==> src/rtl/npu_stream_pkg.sv <==
// Shared helpers for the NPU stream width converters: default beat width,
// lane-count to lane-mask conversion and the output-side ready equation.
package npu_stream_pkg;

    localparam int unsigned DEFAULT_BEAT_W = 8;

    // Lane mask with the low 'count' bits set; supports up to 32 lanes.
    function automatic logic [31:0] count_to_mask(input int unsigned count);
        logic [63:0] wide;
        wide = (64'(1) << count) - 64'(1);
        return 32'(wide);
    endfunction

    // Upstream may push whenever the output slot is empty or draining now.
    function automatic logic out_hs_ready(input logic out_valid, input logic out_ready);
        return !out_valid || out_ready;
    endfunction

endpackage

==> src/rtl/stream_packer.sv <==
// Width-up converter: packs RATIO narrow beats into one wide word, lane 0 in
// the LSBs. A last beat flushes a partial word, zero-padded, with its lane
// count. Optional macro STREAM_PACKER_MASK_EN adds a registered lane mask.
module stream_packer
    import npu_stream_pkg::*;
#(
    parameter int unsigned IN_WIDTH = DEFAULT_BEAT_W,
    parameter int unsigned RATIO    = 4
) (
    input  logic                                i_clk,
    input  logic                                i_reset,
    output logic                                o_input_ready,
    input  logic                                i_input_valid,
    input  logic [IN_WIDTH-1:0]                 i_input_data,
    input  logic                                i_input_last,
    input  logic                                i_output_ready,
    output logic                                o_output_valid,
    output logic [IN_WIDTH*RATIO-1:0]           o_output_data,
    output logic                                o_output_last,
`ifdef STREAM_PACKER_MASK_EN
    output logic [RATIO-1:0]                    o_output_mask,
`endif
    output logic [$clog2(RATIO+1)-1:0]          o_output_count
);

    localparam int unsigned OUT_WIDTH    = IN_WIDTH * RATIO;
    localparam int unsigned CNT_BIT      = $clog2(RATIO);
    localparam int unsigned LANE_OCP_BIT = $clog2(RATIO + 1);

    logic [CNT_BIT-1:0]      lane_cnt;
    logic [OUT_WIDTH-1:0]    asm_data;
    logic [OUT_WIDTH-1:0]    asm_next;
    logic [OUT_WIDTH-1:0]    packed_word;
    logic [OUT_WIDTH-1:0]    out_data;
    logic                    out_last;
    logic [LANE_OCP_BIT-1:0] out_count;
    logic                    out_valid;
    logic                    in_en;
    logic                    out_en;
    logic                    word_done;

    assign o_input_ready = out_hs_ready(out_valid, i_output_ready);
    assign in_en         = o_input_ready && i_input_valid;
    assign out_en        = i_output_ready && out_valid;
    assign word_done     = in_en && ((lane_cnt == CNT_BIT'(RATIO - 1)) || i_input_last);

    // Per-lane insert of the incoming beat and zero-padding above it.
    for (genvar g = 0; g < RATIO; g++) begin : g_lane
        localparam int unsigned LO = g * IN_WIDTH;
        assign asm_next[LO +: IN_WIDTH] =
            (CNT_BIT'(g) == lane_cnt) ? i_input_data : asm_data[LO +: IN_WIDTH];
        assign packed_word[LO +: IN_WIDTH] =
            (CNT_BIT'(g) <  lane_cnt) ? asm_data[LO +: IN_WIDTH] :
            (CNT_BIT'(g) == lane_cnt) ? i_input_data : '0;
    end

    // Lane pointer: advance per accepted beat, wrap when a word closes.
    always_ff @(posedge i_clk) begin
        if (i_reset) begin
            lane_cnt <= '0;
        end else if (in_en) begin
            lane_cnt <= word_done ? '0 : lane_cnt + CNT_BIT'(1);
        end
    end

    // Assembly buffer; stale lanes are masked by zero-padding, so no reset.
    always_ff @(posedge i_clk) begin
        if (in_en && !word_done) begin
            asm_data <= asm_next;
        end
    end

    // Output slot: load on a completing beat, drop when drained.
    always_ff @(posedge i_clk) begin
        if (i_reset) begin
            out_valid <= 1'b0;
            out_data  <= '0;
            out_last  <= 1'b0;
            out_count <= '0;
        end else if (word_done) begin
            out_valid <= 1'b1;
            out_data  <= packed_word;
            out_last  <= i_input_last;
            out_count <= LANE_OCP_BIT'(lane_cnt) + LANE_OCP_BIT'(1);
        end else if (out_en) begin
            out_valid <= 1'b0;
        end
    end

`ifdef STREAM_PACKER_MASK_EN
    logic [RATIO-1:0] out_mask;

    // Lane mask registered alongside the word it describes.
    always_ff @(posedge i_clk) begin
        if (i_reset) begin
            out_mask <= '0;
        end else if (word_done) begin
            out_mask <= RATIO'(count_to_mask(32'(lane_cnt) + 32'd1));
        end
    end

    assign o_output_mask = out_mask;
`endif

    assign o_output_valid = out_valid;
    assign o_output_data  = out_data;
    assign o_output_last  = out_last;
    assign o_output_count = out_count;

endmodule

==> config.mk <==
export PLATFORM = sky130hd
export DESIGN_NAME = stream_packer
export DESIGN_NICKNAME = d
export VERILOG_FILES = /design/src/rtl/npu_stream_pkg.sv /design/src/rtl/stream_packer.sv
export SDC_FILE = /design/constraint.sdc
export NUM_CORES = 1
export LEC_CHECK = 0
export BUFFER_PORTS_ARGS = -buffer_cell sky130_fd_sc_hd__buf_2
export CAP_MARGIN = 15
export CORE_UTILIZATION = 59
export DETAILED_ROUTE_END_ITERATION = 10
export GPL_TIMING_DRIVEN = 0
export PLACE_DENSITY = 0.83
export SKIP_CTS_REPAIR_TIMING = 1
export SYNTH_ARGS = -nofsm -noshare
export SYNTH_HDL_FRONTEND = slang
export SYNTH_SLANG_ARGS = --single-unit
==> constraint.sdc <==
create_clock -name i_clk -period 2.66 [get_ports i_clk]
set_input_delay 0 -clock i_clk [delete_from_list [all_inputs] [get_ports i_clk]]
set_output_delay 0 -clock i_clk [all_outputs]
set_load 0.01 [all_outputs]
==> flow_metrics.py, run 1 <==
metrics = {
    "sta": {
        "setup_viol": 0,
        "worst_pin_slew_ns": 0.4729,
        "timing.fmax_mhz": 484.5,
        "grt_setup_unrepaired": "false",
        "relSlewSlack_pct": 68.47,
        "hold_ws_ns": 0.006198,
        "fin_worst_skew_ns": 0.004559,
        "finalMaxSlewViolations": 0,
        "fin_crit_sh_pct": 77.59,
        "tns_ns": 0,
        "period_minus_slack_ns": 2.064,
        "finalHoldViolations": 0,
    },
    "placement": {
        "port_buffers": 50,
        "gp_congestion": 0.8379,
        "dp_hpwl_um": 4263,
    },
    "global_routing": {
        "first_global_vias": 1985,
        "grt_max_degree": 14,
        "grt_overflow": 0,
        "antenna_found_initial": 0,
        "grt_first_pass_wirelength_um": 10050,
        "grtUsageTotal_pct": 26.83,
    },
    "power": {
        "powerDensity_mw_per_mm2": 624.0,
        "p_leak_nw": 1.339,
        "power_w": 0.002085,
        "ir_worst_vdd_mv": 0.4027,
    },
    "yosys": {
        "ys_ff_latch": 63,
        "syn_area_mm2": 0.002756,
        "synth-seq-area-share_pct": 54.47,
        "syn_inst": 244,
        "yosys_warnings": 0,
        "yosysUniqueCellTypes": 30,
        "syn_nets": 262,
        "synth.avg_cell_area_um2": 11.30,
    },
    "routing": {
        "via_count": 2293,
        "drtPass1Iterations": 6,
        "wire_per_inst_um": 17.59,
        "drc_errors": 0,
        "vias_per_cell": 6.181,
        "drt-total-wl_um": 6526,
        "ant_nets": 0,
        "drt-initial-drc-count": 202,
    },
    "setup_path": {
        "path_max_fanout": 13,
        "crit_arrival_ns": 2.07,
        "cp_data_required_time_ns": 2.66,
        "start_kind": "register",
        "endpoint_kind": "register",
        "rr_startpoint": "lane_cnt[1]",
        "path_class": "register to register",
        "startpoint": "lane_cnt[1]",
    },
    "cts": {
        "cts_tree": "done",
        "clock-root-buffer": "clkbuf_8",
        "htreeDepth": 3,
        "clock-sinks": 63,
        "clkTransAtPathRegs_ns": 0.07,
        "clockBufferDepth": 2,
        "clk-insertion-delay-late_ns": 0.34,
        "cts_buffers": 9,
    },
    "floorplanning": {
        "placementRows": 24,
        "die-area_mm2": 0.004949,
        "core-area_mm2": 0.004414,
        "fp.dieH_um": 70.35,
        "ioPinCount": 51,
        "start_util_pct": 62.44,
        "die_x_um": 70.35,
    },
    "layout": {
        "layout_common_cells": "buf_2 (63), dfxtp_1 (39), a31oi_1 (24), edfxtp_1 (24), a21oi_1 (18)",
        "n_antenna_cell": 0,
        "final_common_cell": "buf_2",
        "drive_above_1_share_pct": 29.78,
        "nets": 332,
        "synthToLayoutAreaGrowth_pct": 21.24,
    },
    "status": {
        "status": "completed",
    },
    "job": {
        "cap_violations": 0,
    },
    "hold_path": {
        "min_path_type": "input pin to register",
        "min-delay-start": "i_reset",
    },
}
[cells by family (layout without fill, tap and decap cells)]
group	after synthesis	after routing	synth area share [%]
compound gates	78	78	20.70
flops	63	63	54.47
simple gates	50	50	11.67
buf+inv	38	113	6.854
mux	10	10	4.040
fa+ha+maj	5	5	2.270
[power by group]
group	leakage, nW	switching (W)	internal (W)
sequential	0.538	0.0000170	0.00104
combinational	0.707	0.000145	0.0000973
clock	0.0945	0.000361	0.000425
total	1.34	0.000523	0.00156
[layout make-up]
type	instances	area, um^2
clock buffer	11	131.4
tap	52	65.06
sequential	63	1501
clock inverter	5	48.80
timing repair buffer	59	340.3
inverter	12	45.04
multi-input combinational	143	1066
fill	285	1072
buffer	26	143.9
[flip-flops by register name, summed over array words and instances (netlist names)]
register / count
o_output_data: 32
asm_data: 24
o_output_count: 3
lane_cnt: 2
o_output_last: 1
o_output_valid: 1
[per-stage QoR]
| step | cell area, um^2 | setup slack (ns) | utilization [%] | std cells |
|---|---|---|---|---|
| 6_report | 3342 | 0.5961 | 75.71 | 371 |
| 5_1_grt | 3342 | 0.4445 | 75.71 | 371 |
| 4_1_cts | 3252 | 0.6008 | 73.67 | 362 |
| 3_5_place_dp | 3072 | 0.6307 | 69.59 | 346 |
| 3_3_place_gp | 3072 | 0.6672 | 69.59 | 346 |
| 2_1_floorplan | 2756 | 0.9394 | - | 244 |
[metal layers]
layer	global-route usage, %	part of all wire (%)	up-vias
li1	-	-	1084
met1	39.94	46	1078
met2	36.93	44	117
met3	5.195	8.4	14
met4	13.56	1.9	0
met5	0	0	-
[synth_stat cells]
library cell / instances / area share, %
clkbuf_1: 5 / 0.68
a21oi_1: 18 / 3.3
inv_2: 2 / 0.27
nor2b_1: 4 / 0.91
o21ai_1: 1 / 0.18
nand3_1: 3 / 0.54
and3b_1: 8 / 2.5
nand4_1: 10 / 2.3
and3_1: 3 / 0.68
or2_1: 1 / 0.23
and2_1: 8 / 1.8
buf_6: 1 / 0.41
mux2_1: 7 / 2.9
ha_1: 5 / 2.3
a211oi_2: 8 / 3.6
a31oi_1: 24 / 5.4
buf_2: 13 / 2.4
edfxtp_1: 24 / 26
a311oi_1: 16 / 5.1
mux2_2: 2 / 0.82
nor4_1: 8 / 1.8
nor2_1: 3 / 0.41
buf_1: 1 / 0.14
mux2i_1: 1 / 0.36
nand2b_1: 2 / 0.45
dfxtp_1: 39 / 28
o2bb2ai_1: 2 / 0.64
o31ai_1: 9 / 2.5
buf_4: 6 / 1.6
inv_1: 10 / 1.4
[worst paths after layout]
path,endpoint,slack [ns],cells past startpoint
setup / recovery,asm_data[4],0.60,5
hold / removal,o_output_count[1],0.006,3
setup reg to reg,asm_data[4],0.60,5
hold reg to reg,o_output_data[3],0.46,2
[critical path, cell delays in order (launching register included)]
cell and delay, ns:
dfxtp_1 0.42, ha_1 0.25, buf_2 0.19, nor2_1 0.18, buf_2 0.25, and3_1 0.43
No activity file was read; power rests on OpenSTA's default activity.
==> inputs of run 2 (changes only) <==
--- a/config.mk
+++ b/config.mk
@@ -5,12 +5,13 @@
 export SDC_FILE = /design/constraint.sdc
 export NUM_CORES = 1
 export LEC_CHECK = 0
+export ABC_AREA = 1
 export BUFFER_PORTS_ARGS = -buffer_cell sky130_fd_sc_hd__buf_2
 export CAP_MARGIN = 15
-export CORE_UTILIZATION = 59
+export CORE_UTILIZATION = 55
 export DETAILED_ROUTE_END_ITERATION = 10
 export GPL_TIMING_DRIVEN = 0
-export PLACE_DENSITY = 0.83
+export PLACE_DENSITY = 0.78
 export SKIP_CTS_REPAIR_TIMING = 1
 export SYNTH_ARGS = -nofsm -noshare
 export SYNTH_HDL_FRONTEND = slang
==> constraint.sdc (replaced) <==
create_clock -name i_clk -period 2 [get_ports i_clk]
set_input_delay 0 -clock i_clk [delete_from_list [all_inputs] [get_ports i_clk]]
set_output_delay 0 -clock i_clk [all_outputs]
set_load 0.01 [all_outputs]
==> flow_metrics.py, run 2 <==
metrics = {
    "yosys": {
        "yosysUniqueCellTypes": 19,
        "syn_area_mm2": 0.002744,
        "synth_edf_count": 24,
        "syn_inst": 343,
        "synthTopCellsByArea": "dfxtp_1 (28%), edfxtp_1 (26%), nand2_1 (19%)",
        "ys_ff_latch": 63,
        "synth.avg_cell_area_um2": 8.000,
        "yosysMostFrequentCell": "nand2_1",
        "yosys-top-cells-count": "nand2_1 (137), nor2_1 (50), dfxtp_1 (39)",
        "syn_nets": 361,
        "yosys_warnings": 0,
        "async_flop_share_pct": 0,
        "yosysTopAreaCell": "dfxtp_1",
        "synth_flop_cell": "dfxtp_1",
        "synth-seq-area-share_pct": 54.72,
        "synth_top_area_share_pct": 28.45,
    },
    "routing": {
        "ant_nets": 0,
        "via_count": 2264,
        "drt-total-wl_um": 5884,
        "vias_per_cell": 4.717,
        "drc_errors": 0,
        "wire_per_inst_um": 12.26,
        "drtPass1Iterations": 4,
        "drt-initial-drc-count": 185,
    },
    "layout": {
        "n_antenna_cell": 0,
        "largest_reg_flops": 32,
        "design_area_mm2": 0.003309,
        "utilization_pct": 69.61,
        "num-fill-cells": 408,
        "synthToLayoutAreaGrowth_pct": 20.61,
        "final_common_cell": "nand2_1",
        "nets": 426,
        "drive_above_1_share_pct": 22.28,
        "layout_common_cells": "nand2_1 (137), buf_2 (56), nor2_1 (47), dfxtp_1 (39), inv_1 (32)",
        "finalNonFillerCells": 480,
    },
    "power": {
        "power_w": 0.002741,
        "ir_worst_vdd_mv": 0.8428,
        "powerDensity_mw_per_mm2": 828.2,
        "p_leak_nw": 1.650,
    },
    "setup_path": {
        "start_kind": "register",
        "r2r_cells": 5,
        "endpoint_kind": "register",
        "rr_startpoint": "lane_cnt[0]",
        "cp-endpoint": "asm_data[21]",
        "crit_arrival_ns": 1.91,
        "path_max_fanout": 10,
        "startpoint": "lane_cnt[0]",
        "path_class": "register to register",
        "cp_data_required_time_ns": 1.99,
        "rrSetupSlack_ns": 0.07,
        "rr_endpoint": "asm_data[21]",
    },
    "floorplanning": {
        "die-area_mm2": 0.005275,
        "ioPinCount": 51,
        "placementRows": 25,
        "start_util_pct": 57.71,
        "fp.dieH_um": 72.63,
        "die_x_um": 72.63,
        "core-area_mm2": 0.004755,
    },
    "hold_path": {
        "min_path_type": "input pin to register",
    },
    "sta": {
        "relSlewSlack_pct": 64.18,
        "finalMaxSlewViolations": 0,
        "hold_ws_ns": -0.009466,
        "fin_worst_skew_ns": 0.006261,
        "grt_setup_unrepaired": "true",
        "timing.fmax_mhz": 518.6,
        "fin_crit_sh_pct": 96.42,
        "period_minus_slack_ns": 1.928,
        "finalHoldViolations": 10,
        "worst_pin_slew_ns": 0.5354,
        "tns_ns": 0,
        "setup_viol": 0,
    },
    "global_routing": {
        "first_global_vias": 1945,
        "grtUsageTotal_pct": 24.04,
        "antenna_found_initial": 0,
        "grt_first_pass_wirelength_um": 9170,
        "grt_overflow": 0,
        "grt_max_degree": 11,
    },
    "cts": {
        "cts_buffers": 9,
        "clockBufferDepth": 2,
        "clock-sinks": 63,
        "clock-root-buffer": "clkbuf_8",
        "clk-insertion-delay-late_ns": 0.34,
        "clkTransAtPathRegs_ns": 0.07,
        "cts_tree": "done",
        "htreeDepth": 3,
    },
    "job": {
        "cap_violations": 0,
    },
    "placement": {
        "placed_area_mm2": 0.003073,
        "gp_congestion": 0.8053,
        "dpl.cell_count": 459,
        "dp_hpwl_um": 3845,
        "port_buffers": 49,
    },
    "status": {
        "status": "finished, violations left",
        "violations": "hold timing",
    },
}
==> run 2: cell count changes in the layout (fill, tap and decap cells not counted), sizes merged, moves of 16 or more <==
cell and delta:
nor2 +55, a31oi -24, nand2 +139, a311oi -16, inv +23
==> run 2: layout make-up <==
type / count / area (um^2) / area share, %
sequential: 63 / 1501 / 45.37
multi-input combinational: 229 / 1005 / 30.36
timing repair buffer: 54 / 295.3 / 8.923
inverter: 35 / 131.4 / 3.970
clock buffer: 10 / 127.6 / 3.856
buffer: 16 / 113.9 / 3.440
tap: 67 / 83.83 / 2.533
clock inverter: 6 / 51.30 / 1.550
==> run 2: how the worst min path moves through the flow <==
stage | start | to | cells after the start
after global placement | i_reset | o_output_count[2] | 2
after CTS | i_reset | o_output_last | 2
after global routing | i_input_data[1] | asm_data[1] | 1
after detailed placement | i_reset | o_output_last | 2
final | i_input_data[7] | asm_data[23] | 1
after floorplan | i_reset | o_output_count[2] | 1
==> run 2: stage by stage <==
stage	hold slack, ns	worst slack [ns]
finish	-0.009466	0.07158
CTS	-0.1008	-0.1177
global placement	0.2448	-0.007622
global route	0.001404	-0.06193
floorplan	0.06907	0.2562
detailed placement	0.2435	-0.09925
==> run 2: cell families (layout without fill, tap and decap cells) <==
group | Yosys count | in the layout | synth area share, %
AND/OR/NAND/NOR | 211 | 211 | 31.69
adder cells (fa/ha/maj) | 5 | 5 | 2.280
buffers and inverters | 51 | 121 | 8.937
AO/OA/AOI/OAI | 13 | 13 | 2.371
flip-flops | 63 | 63 | 54.72
==> run 2: worst max-delay path, stage by stage (launching register included) <==
cell and delay [ns]:
dfxtp_1 0.35, ha_1 0.23, buf_2 0.19, nor2_1 0.20
nand3_1 0.21, nor2_2 0.40
==> run 2: metal layers <==
metal	global-route usage (%)	up-vias	part of all wire [%]
li1	-	1183	-
met1	32.52	1011	48
met2	37.18	58	46
met3	4.972	12	4.1
met4	11.33	0	1.9
met5	0	-	0
==> run 2: where the power goes <==
group | internal [W] | switching (W) | leakage (nW)
registers | 0.00138 | 0.0000220 | 0.538
logic | 0.000113 | 0.000196 | 1.02
clock network | 0.000559 | 0.000468 | 0.0925
total | 0.00205 | 0.000686 | 1.65
